### src/rtl/alu_exec_pkg.sv
// alu_exec_pkg: shared constants and types for the ALU execute unit.
// Holds ALUOp group codes, funct3 codes, {bit30,funct3} register-group
// codes, the FSM state type, the shift-kind type, the registered output
// payload and a one-bit shift helper used by the iterative shifter.
package alu_exec_pkg;

  localparam int unsigned DW    = 32;
  localparam int unsigned SHW   = 5;

  // ALUOp groups (decision[3:0])
  localparam logic [3:0] OP_LUI    = 4'h0;
  localparam logic [3:0] OP_AUIPC  = 4'h1;
  localparam logic [3:0] OP_JAL    = 4'h2;
  localparam logic [3:0] OP_JALR   = 4'h3;
  localparam logic [3:0] OP_BRANCH = 4'h4;
  localparam logic [3:0] OP_LOAD   = 4'h5;
  localparam logic [3:0] OP_STORE  = 4'h6;
  localparam logic [3:0] OP_IMM    = 4'h7;
  localparam logic [3:0] OP_REG    = 4'h8;
  localparam logic [3:0] OP_FENCE  = 4'h9;
  localparam logic [3:0] OP_SYS    = 4'hA;
  localparam logic [3:0] OP_GRP_B  = 4'hB;
  localparam logic [3:0] OP_GRP_C  = 4'hC;
  localparam logic [3:0] OP_GRP_D  = 4'hD;
  localparam logic [3:0] OP_GRP_E  = 4'hE;
  localparam logic [3:0] OP_GRP_F  = 4'hF;

  // funct3 codes, arithmetic/logic
  localparam logic [2:0] F3_ADD  = 3'b000;
  localparam logic [2:0] F3_SLL  = 3'b001;
  localparam logic [2:0] F3_SLT  = 3'b010;
  localparam logic [2:0] F3_SLTU = 3'b011;
  localparam logic [2:0] F3_XOR  = 3'b100;
  localparam logic [2:0] F3_SR   = 3'b101;
  localparam logic [2:0] F3_OR   = 3'b110;
  localparam logic [2:0] F3_AND  = 3'b111;

  // funct3 codes, branches
  localparam logic [2:0] F3_BEQ  = 3'b000;
  localparam logic [2:0] F3_BNE  = 3'b001;
  localparam logic [2:0] F3_BLT  = 3'b100;
  localparam logic [2:0] F3_BGE  = 3'b101;
  localparam logic [2:0] F3_BLTU = 3'b110;
  localparam logic [2:0] F3_BGEU = 3'b111;

  // {bit30,funct3} codes for register-register ops
  localparam logic [3:0] GE_ADD  = 4'b0000;
  localparam logic [3:0] GE_SUB  = 4'b1000;
  localparam logic [3:0] GE_SLL  = 4'b0001;
  localparam logic [3:0] GE_SLT  = 4'b0010;
  localparam logic [3:0] GE_SLTU = 4'b0011;
  localparam logic [3:0] GE_XOR  = 4'b0100;
  localparam logic [3:0] GE_SRL  = 4'b0101;
  localparam logic [3:0] GE_SRA  = 4'b1101;
  localparam logic [3:0] GE_OR   = 4'b0110;
  localparam logic [3:0] GE_AND  = 4'b0111;

  typedef enum logic {ST_IDLE, ST_SHIFT} alu_state_e;

  typedef enum logic [1:0] {SH_SLL, SH_SRL, SH_SRA} shift_kind_e;

  typedef struct packed {
    logic [DW-1:0] result;
    logic          br_taken;
    logic          illegal;
  } alu_out_t;

  // Single-position shift; SRA replicates the sign bit.
  function automatic logic [DW-1:0] shift_one(shift_kind_e k, logic [DW-1:0] v);
    case (k)
      SH_SLL:  shift_one = {v[DW-2:0], 1'b0};
      SH_SRL:  shift_one = {1'b0, v[DW-1:1]};
      default: shift_one = {v[DW-1], v[DW-1:1]};
    endcase
  endfunction

endpackage

### src/rtl/alu_exec_unit_shifter.sv
// alu_shifter: shift engine for the ALU execute unit.
// Macro ALU_FAST_SHIFT_EN: defined -> combinational barrel shifter (clk,
// rst_n, load, flush unused); undefined -> iterative, one bit per cycle.
// Ports: clk, rst_n, load (capture val/shamt/kind), flush (abandon),
//        kind, val, shamt; res_c (value after the current step / barrel
//        result), last_c (current step is the final one).
module alu_shifter
  import alu_exec_pkg::*;
(
  input  logic            clk,
  input  logic            rst_n,
  input  logic            load,
  input  logic            flush,
  input  shift_kind_e     kind,
  input  logic [DW-1:0]   val,
  input  logic [SHW-1:0]  shamt,
  output logic [DW-1:0]   res_c,
  output logic            last_c
);

`ifdef ALU_FAST_SHIFT_EN

  logic unused_c;
  assign unused_c = ^{clk, rst_n, load, flush};

  // Single-cycle barrel shift
  always_comb begin
    case (kind)
      SH_SLL:  res_c = val << shamt;
      SH_SRL:  res_c = val >> shamt;
      default: res_c = DW'($signed(val) >>> shamt);
    endcase
  end

  assign last_c = 1'b0;

`else

  logic [DW-1:0]  sreg_q;
  logic [SHW-1:0] cnt_q;
  shift_kind_e    kind_q;

  // Shift register and remaining-step counter
  always_ff @(posedge clk or negedge rst_n) begin
    if (!rst_n) begin
      sreg_q <= '0;
      cnt_q  <= '0;
      kind_q <= SH_SLL;
    end else if (flush) begin
      cnt_q  <= '0;
    end else if (load) begin
      sreg_q <= val;
      cnt_q  <= shamt;
      kind_q <= kind;
    end else if (cnt_q != '0) begin
      sreg_q <= shift_one(kind_q, sreg_q);
      cnt_q  <= cnt_q - SHW'(1);
    end
  end

  assign res_c  = shift_one(kind_q, sreg_q);
  assign last_c = (cnt_q == SHW'(1));

`endif

endmodule

### src/rtl/alu_exec_unit.sv
// alu_exec_unit: RV32 ALU execute stage with valid/ready on both sides.
// Macro ALU_FAST_SHIFT_EN selects a single-cycle barrel shifter; when
// undefined, shifts by n>=1 take n cycles in state SHIFT.
// Ports: clk, rst_n; in_valid/in_ready, decision {bit30,funct3,ALUOp},
//        op_a, op_b, flush; out_valid/out_ready, result, br_taken,
//        illegal; busy (iterative shift in progress).
module alu_exec_unit
  import alu_exec_pkg::*;
#(
  parameter int unsigned XLEN = 32
) (
  input  logic            clk,
  input  logic            rst_n,
  input  logic            in_valid,
  output logic            in_ready,
  input  logic [7:0]      decision,
  input  logic [XLEN-1:0] op_a,
  input  logic [XLEN-1:0] op_b,
  input  logic            flush,
  output logic            out_valid,
  input  logic            out_ready,
  output logic [XLEN-1:0] result,
  output logic            br_taken,
  output logic            illegal,
  output logic            busy
);

  alu_state_e  state_q, state_d;
  logic        out_valid_q, valid_d;
  alu_out_t    out_q, out_d;

  logic [3:0]  aluop;
  logic [2:0]  f3;
  logic [3:0]  ge;
  logic        b30;
  logic [DW-1:0] sum_c, diff_c, dec_res, fin_res_c, sh_res_c;
  logic        lt_c, ltu_c, eq_c;
  logic        dec_br, dec_ill, dec_shift, sh_last_c;
  shift_kind_e dec_kind;
  logic        accept_c, start_shift_c;

  assign aluop = decision[3:0];
  assign f3    = decision[6:4];
  assign b30   = decision[7];
  assign ge    = decision[7:4];

  assign sum_c  = op_a + op_b;
  assign diff_c = op_a - op_b;
  assign lt_c   = $signed(op_a) < $signed(op_b);
  assign ltu_c  = op_a < op_b;
  assign eq_c   = op_a == op_b;

  // Decode and compute non-iterative results
  always_comb begin
    dec_res   = '0;
    dec_br    = 1'b0;
    dec_ill   = 1'b0;
    dec_shift = 1'b0;
    dec_kind  = SH_SLL;
    case (aluop)
      OP_LUI: dec_res = op_b;
      OP_AUIPC, OP_JAL, OP_JALR, OP_LOAD, OP_STORE: dec_res = sum_c;
      OP_BRANCH: begin
        dec_res = diff_c;
        case (f3)
          F3_BEQ:  dec_br = eq_c;
          F3_BNE:  dec_br = !eq_c;
          F3_BLT:  dec_br = lt_c;
          F3_BGE:  dec_br = !lt_c;
          F3_BLTU: dec_br = ltu_c;
          F3_BGEU: dec_br = !ltu_c;
          default: dec_ill = 1'b1;
        endcase
      end
      OP_IMM: begin
        case (f3)
          F3_ADD:  dec_res = sum_c;
          F3_SLL:  begin dec_shift = 1'b1; dec_kind = SH_SLL; end
          F3_SLT:  dec_res = DW'(lt_c);
          F3_SLTU: dec_res = DW'(ltu_c);
          F3_XOR:  dec_res = op_a ^ op_b;
          F3_SR:   begin dec_shift = 1'b1; dec_kind = b30 ? SH_SRA : SH_SRL; end
          F3_OR:   dec_res = op_a | op_b;
          default: dec_res = op_a & op_b;
        endcase
      end
      OP_REG: begin
        case (ge)
          GE_ADD:  dec_res = sum_c;
          GE_SUB:  dec_res = diff_c;
          GE_SLL:  begin dec_shift = 1'b1; dec_kind = SH_SLL; end
          GE_SLT:  dec_res = DW'(lt_c);
          GE_SLTU: dec_res = DW'(ltu_c);
          GE_XOR:  dec_res = op_a ^ op_b;
          GE_SRL:  begin dec_shift = 1'b1; dec_kind = SH_SRL; end
          GE_SRA:  begin dec_shift = 1'b1; dec_kind = SH_SRA; end
          GE_OR:   dec_res = op_a | op_b;
          GE_AND:  dec_res = op_a & op_b;
          default: dec_ill = 1'b1;
        endcase
      end
      OP_FENCE, OP_SYS: dec_res = '0;
      default: dec_ill = 1'b1;
    endcase
  end

  assign in_ready = (state_q == ST_IDLE) && (!out_valid_q || out_ready) && !flush;
  assign accept_c = in_valid && in_ready;

`ifdef ALU_FAST_SHIFT_EN
  assign start_shift_c = 1'b0;
  assign fin_res_c     = dec_shift ? sh_res_c : dec_res;
`else
  // Shift by zero completes immediately with op_a unchanged
  assign start_shift_c = accept_c && dec_shift && (op_b[SHW-1:0] != '0);
  assign fin_res_c     = dec_shift ? op_a : dec_res;
`endif

  alu_shifter u_shifter (
    .clk    (clk),
    .rst_n  (rst_n),
    .load   (start_shift_c),
    .flush  (flush),
    .kind   (dec_kind),
    .val    (op_a),
    .shamt  (op_b[SHW-1:0]),
    .res_c  (sh_res_c),
    .last_c (sh_last_c)
  );

  // State and output registers
  always_ff @(posedge clk or negedge rst_n) begin
    if (!rst_n) begin
      state_q     <= ST_IDLE;
      out_valid_q <= 1'b0;
      out_q       <= '0;
    end else begin
      state_q     <= state_d;
      out_valid_q <= valid_d;
      out_q       <= out_d;
    end
  end

  // Next state, output write and handshake
  always_comb begin
    state_d = state_q;
    valid_d = out_valid_q;
    out_d   = out_q;
    if (out_valid_q && out_ready) valid_d = 1'b0;
    if (flush) begin
      state_d = ST_IDLE;
      valid_d = 1'b0;
    end else begin
      case (state_q)
        ST_IDLE: begin
          if (accept_c) begin
            if (start_shift_c) begin
              state_d = ST_SHIFT;
            end else begin
              out_d   = '{result: fin_res_c, br_taken: dec_br, illegal: dec_ill};
              valid_d = 1'b1;
            end
          end
        end
        ST_SHIFT: begin
          if (sh_last_c) begin
            out_d   = '{result: sh_res_c, br_taken: 1'b0, illegal: 1'b0};
            valid_d = 1'b1;
            state_d = ST_IDLE;
          end
        end
        default: state_d = ST_IDLE;
      endcase
    end
  end

  assign out_valid = out_valid_q;
  assign result    = out_q.result;
  assign br_taken  = out_q.br_taken;
  assign illegal   = out_q.illegal;
  assign busy      = (state_q == ST_SHIFT);

endmodule

### config.mk
export PLATFORM = sky130hd
export DESIGN_NAME = alu_exec_unit
export DESIGN_NICKNAME = d
export VERILOG_FILES = /design/src/rtl/alu_exec_pkg.sv /design/src/rtl/alu_exec_unit_shifter.sv /design/src/rtl/alu_exec_unit.sv
export SDC_FILE = /design/constraint.sdc
export NUM_CORES = 1
export LEC_CHECK = 0
export ABC_AREA = 1
export CORE_ASPECT_RATIO = 0.7
export CORE_MARGIN = 3
export CORE_UTILIZATION = 49
export DETAILED_ROUTE_END_ITERATION = 16
export GPL_TIMING_DRIVEN = 0
export HOLD_SLACK_MARGIN = 0.06
export PLACE_DENSITY_LB_ADDON = 0.2
export SLEW_MARGIN = 40
export SYNTH_ARGS = -nofsm -noshare
export SYNTH_HDL_FRONTEND = slang
export SYNTH_SLANG_ARGS = --single-unit
### constraint.sdc
create_clock -name clk -period 3.9 [get_ports clk]
set_clock_uncertainty 0.05 [all_clocks]
set_input_delay 0.585 -clock clk [delete_from_list [all_inputs] [get_ports clk]]
set_output_delay 0.585 -clock clk [all_outputs]
set_load 0.05 [all_outputs]
==> results.md <==
| Parameter | Value |
| --- | --- |
| Result of the run | finished clean |
| Input/output buffers | 111 |
| Critical path launch point | op_a[14] |
| Global-route wire length before repair | 80.6 mm |
| Layout cell share with drive strength beyond 1 | 5.58% |
| Fillers | 2,339 |
| Leakage dissipation | 7.04 nW |
| Total routed wirelength | 54.7 mm |
| Number of H-tree levels | 3 |
| Number of rows in the core area | 46 |
| Element type at the critical path start | primary input |
| RSZ-0062 raised after global routing | false |
| Average vias per placed instance | 6.08 |
| Worst-path fanout max | 8 |
| Worst-path clk slew | 70 ps |
| Area of the multi-input gates | 8240 sq um |
| Via count of the routed design | 15.1k |
| Total chip power | 4.83 mW |
| Summed instance area of the synthesized netlist | 11,700 sq um |
| Yosys Warn Count | 0 |
| Leading cell types by total area after synthesis | sky130_fd_sc_hd__nand2_1 20%, sky130_fd_sc_hd__dfrtp_1 16%, sky130_fd_sc_hd__ha_1 11% |
| Normalized max-slew margin | 35.4% |
| HPWL after DPL | 43.5 mm |
| Setup-failing EPs final | 0 |
| Clock latency of the later-clocked register in the worst-skew pair | 340 ps |
| Synth-to-Final Area Change | 16.0% |
| Capturing element type of the critical path | register |
| Dominant cell type by area after synthesis | sky130_fd_sc_hd__nand2_1 |
| Number of CTS-inserted buffers | 9 |
| Terminus of the critical flop-to-flop path | result[6] |
| Final Critical Period | 3700 ps |
| Synth Area per Inst | 5.72 sq um |
| Area taken by flip-flops and latches | 1880 sq um |
| Maximum number of pins on one net before global-route repair | 57 |
| Horizontal die dimension | 190 um |
| Async set or reset register ratio after synthesis | 100% |
| TritonCTS clock tree | built |
| Worst setup timing slack at the placement stage | 21.1 ps |
| Commonest cells in the synthesized netlist | 610 x sky130_fd_sc_hd__nand2_1, 279 x sky130_fd_sc_hd__inv_1, 233 x sky130_fd_sc_hd__nor2_1 |
| GRT Total Usage | 41.4% |
| Total placed instance area | 13,200 sq um |
| Total I/O pin count | 114 |
| Library cell with the highest instance count after synthesis | sky130_fd_sc_hd__nand2_1 |
| Initial antenna violation count | 0 |
| Path category of the worst min-delay check | reg2reg |
| Slew at the pin with the worst max-slew slack | 965 ps |
| Effective utilization at floorplan | 50.6% |
| Final weighted congestion in routability-driven placement | 1.09 |
| Fin crit share | 94.8% |
| Core outline area | 23,000 sq um |
| Post-synth net total | 2,224 |
| Count of buffers added by post-CTS timing repair for setup | 0 |
| Data required time at the worst endpoint | 4080 ps |
| Pwr Density | 357 nW/um^2 |
| Die height | 135 um |
| Flip-flop and latch count after synthesis | 75 |
| Mapped Cells | 2,039 |
| GRT overflow | 0 |
| Post-Layout Inst Area | 13,500 sq um |
| Routed length per placed instance | 22.1 um |
| Class of the most critical setup path | in2reg |
| Number of antenna diodes | 0 |
| Final Slew Violations | 0 |
| TritonCTS Sinks | 75 |
| Share of Yosys cell area claimed by the top area cell type | 19.6% |
| Startpoint of the most critical register-to-register path | u_shifter.kind_q[1] |
| Floorplan die area | 25,700 sq um |
| DR pass1 iterations | 6 |
| Buffer type at the clock tree root | sky130_fd_sc_hd__clkbuf_16 |
| Number of distinct library cells after synthesis | 54 |
| Crit path setup slack, layout | 204 ps |
| Final-report hold violation count | 0 |
| Number of flops mapped to enable cells by yosys | 0 |
| Number of nets in the final layout | 2,348 |
| Number of nets still failing antenna checks after routing | 0 |
| Achievable frequency | 0.271 GHz |
| Critical path endpoint | result[0] |
| MaxCap Viol Count | 0 |
| Endpoint arrival time on the critical path | 3880 ps |
| Fraction of the yosys area taken by sequential cells | 16.1% |
| DR DRC count | 0 |
| R2r setup slk | 1460 ps |
| Via count of the first global-routing pass | 13.8k |
| Worst vdd rail ir drop | 0.323 mV |
| Max Root-Sink Buffers | 2 |
| Main synth FF type | sky130_fd_sc_hd__dfrtp_1 |
| Number of cells traversed by the worst register-to-register path | 9 |
| Total negative slack | 0 ps |
| Violation count after the first detailed-route iteration | 2,122 |
## flip-flops by register name (all words and copies together) (netlist names)
| name | count |
|---|---|
| u_shifter.sreg_q | 32 |
| u_shifter.kind_q | 2 |
| out_valid | 1 |
| result | 32 |
| busy | 1 |
| br_taken | 1 |
| illegal | 1 |
| u_shifter.cnt_q | 5 |
## routing by layer
layer	global-route usage (%)	wire length (um)	vias up
met5	0	0	-
met4	20.5	3330	0
met3	10.1	7960	219
met2	59.0	21600	1259
met1	58.2	21800	6791
li1	-	-	6798
## power breakdown
group          internal (mW)  switching [mW]  leakage (nW)
combinational          0.844            1.85          5.90
clock                  0.565           0.360         0.156
sequential              1.04           0.162         0.984
## critical path, cell delays in order
cell and delay [ps]:
sky130_fd_sc_hd__clkdlybuf4s50_1 670, sky130_fd_sc_hd__inv_1 140, sky130_fd_sc_hd__ha_1 320, sky130_fd_sc_hd__buf_2 190
sky130_fd_sc_hd__inv_2 110, sky130_fd_sc_hd__nand2_1 110, sky130_fd_sc_hd__inv_1 80, sky130_fd_sc_hd__nand2_1 140
sky130_fd_sc_hd__nor2_1 310, sky130_fd_sc_hd__nand2_1 90, sky130_fd_sc_hd__nand2_1 250, sky130_fd_sc_hd__nand2_1 160
sky130_fd_sc_hd__nand2_1 130, sky130_fd_sc_hd__nand2_1 100, sky130_fd_sc_hd__nand3_1 130, sky130_fd_sc_hd__nand2_1 70
sky130_fd_sc_hd__nand2_1 50, sky130_fd_sc_hd__nand3_1 70, sky130_fd_sc_hd__nand2_1 90, sky130_fd_sc_hd__nand2_1 70
## worst min-delay path by stage
stage | startpoint | endpoint | slack (ps) | cells after the start
2_1_floorplan | rst_n | br_taken | 240 | 0
3_3_place_gp | result[1] | result[1] | 410 | 2
3_5_place_dp | rst_n | result[28] | 390 | 1
4_1_cts | result[29] | result[29] | 430 | 2
5_1_grt | result[16] | result[16] | 450 | 2
6_report | result[29] | result[29] | 430 | 2
## stage by stage
stage	std cells	utilization (%)	hold slack, ps
2_1_floorplan	2039	-	239
3_3_place_gp	2462	57.1	415
3_5_place_dp	2463	57.3	392
4_1_cts	2480	58.7	431
5_1_grt	2480	58.7	447
6_report	2480	58.7	426
## final cells by class
cell class / count / area share, %
Clock inverter: 7 / 0.731
Inverter: 297 / 8.26
Multi-Input combinational cell: 1581 / 60.9
Buffer: 86 / 3.15
Tap cell: 312 / 2.89
Sequential cell: 75 / 13.9
Timing Repair Buffer: 113 / 8.50
Clock buffer: 9 / 1.67
## placed cells by master (no fill, tap or decap), drive strengths merged, types with 2 or more instances in the layout
| cell type | n |
|---|---|
| nand3b | 3 |
| o21ai | 128 |
| o21bai | 18 |
| dfrtp | 75 |
| nand2 | 617 |
| buf | 61 |
| inv | 298 |
| clkbuf | 36 |
| nor4 | 3 |
| o21a | 2 |
| ha | 106 |
| a21oi | 140 |
| o22ai | 28 |
| nand3 | 146 |
| and2 | 2 |
| fa | 2 |
| nand4 | 24 |
| a31oi | 4 |
| clkinv | 3 |
| o2111ai | 3 |
| o211ai | 38 |
| clkdlybuf4s50 | 110 |
| a211oi | 5 |
| a221oi | 12 |
| o221ai | 2 |
| nor2 | 239 |
| bufinv | 2 |
| or2 | 5 |
| xor2 | 24 |
| nor3 | 20 |
| xnor2 | 2 |
| a2bb2oi | 2 |
## logic make-up (layout without fill, tap and decap cells)
family          count (synthesis)  count (layout)  synth area share [%]
buf+inv                       383             512                  13.2
xor+xnor                       26              26                  1.95
flops                          75              75                  16.1
fa+ha+maj                     108             108                  11.7
simple gates                 1061            1061                  37.6
compound gates                386             386                  19.4
## repair_timing
item / 4_1_cts / 5_1_grt
hold buffers: 1 / 0
endpoints found under the hold margin: 19 / 0
gates resized for setup: 0 / 0
Note: power is estimated with default switching activity, not from simulation.
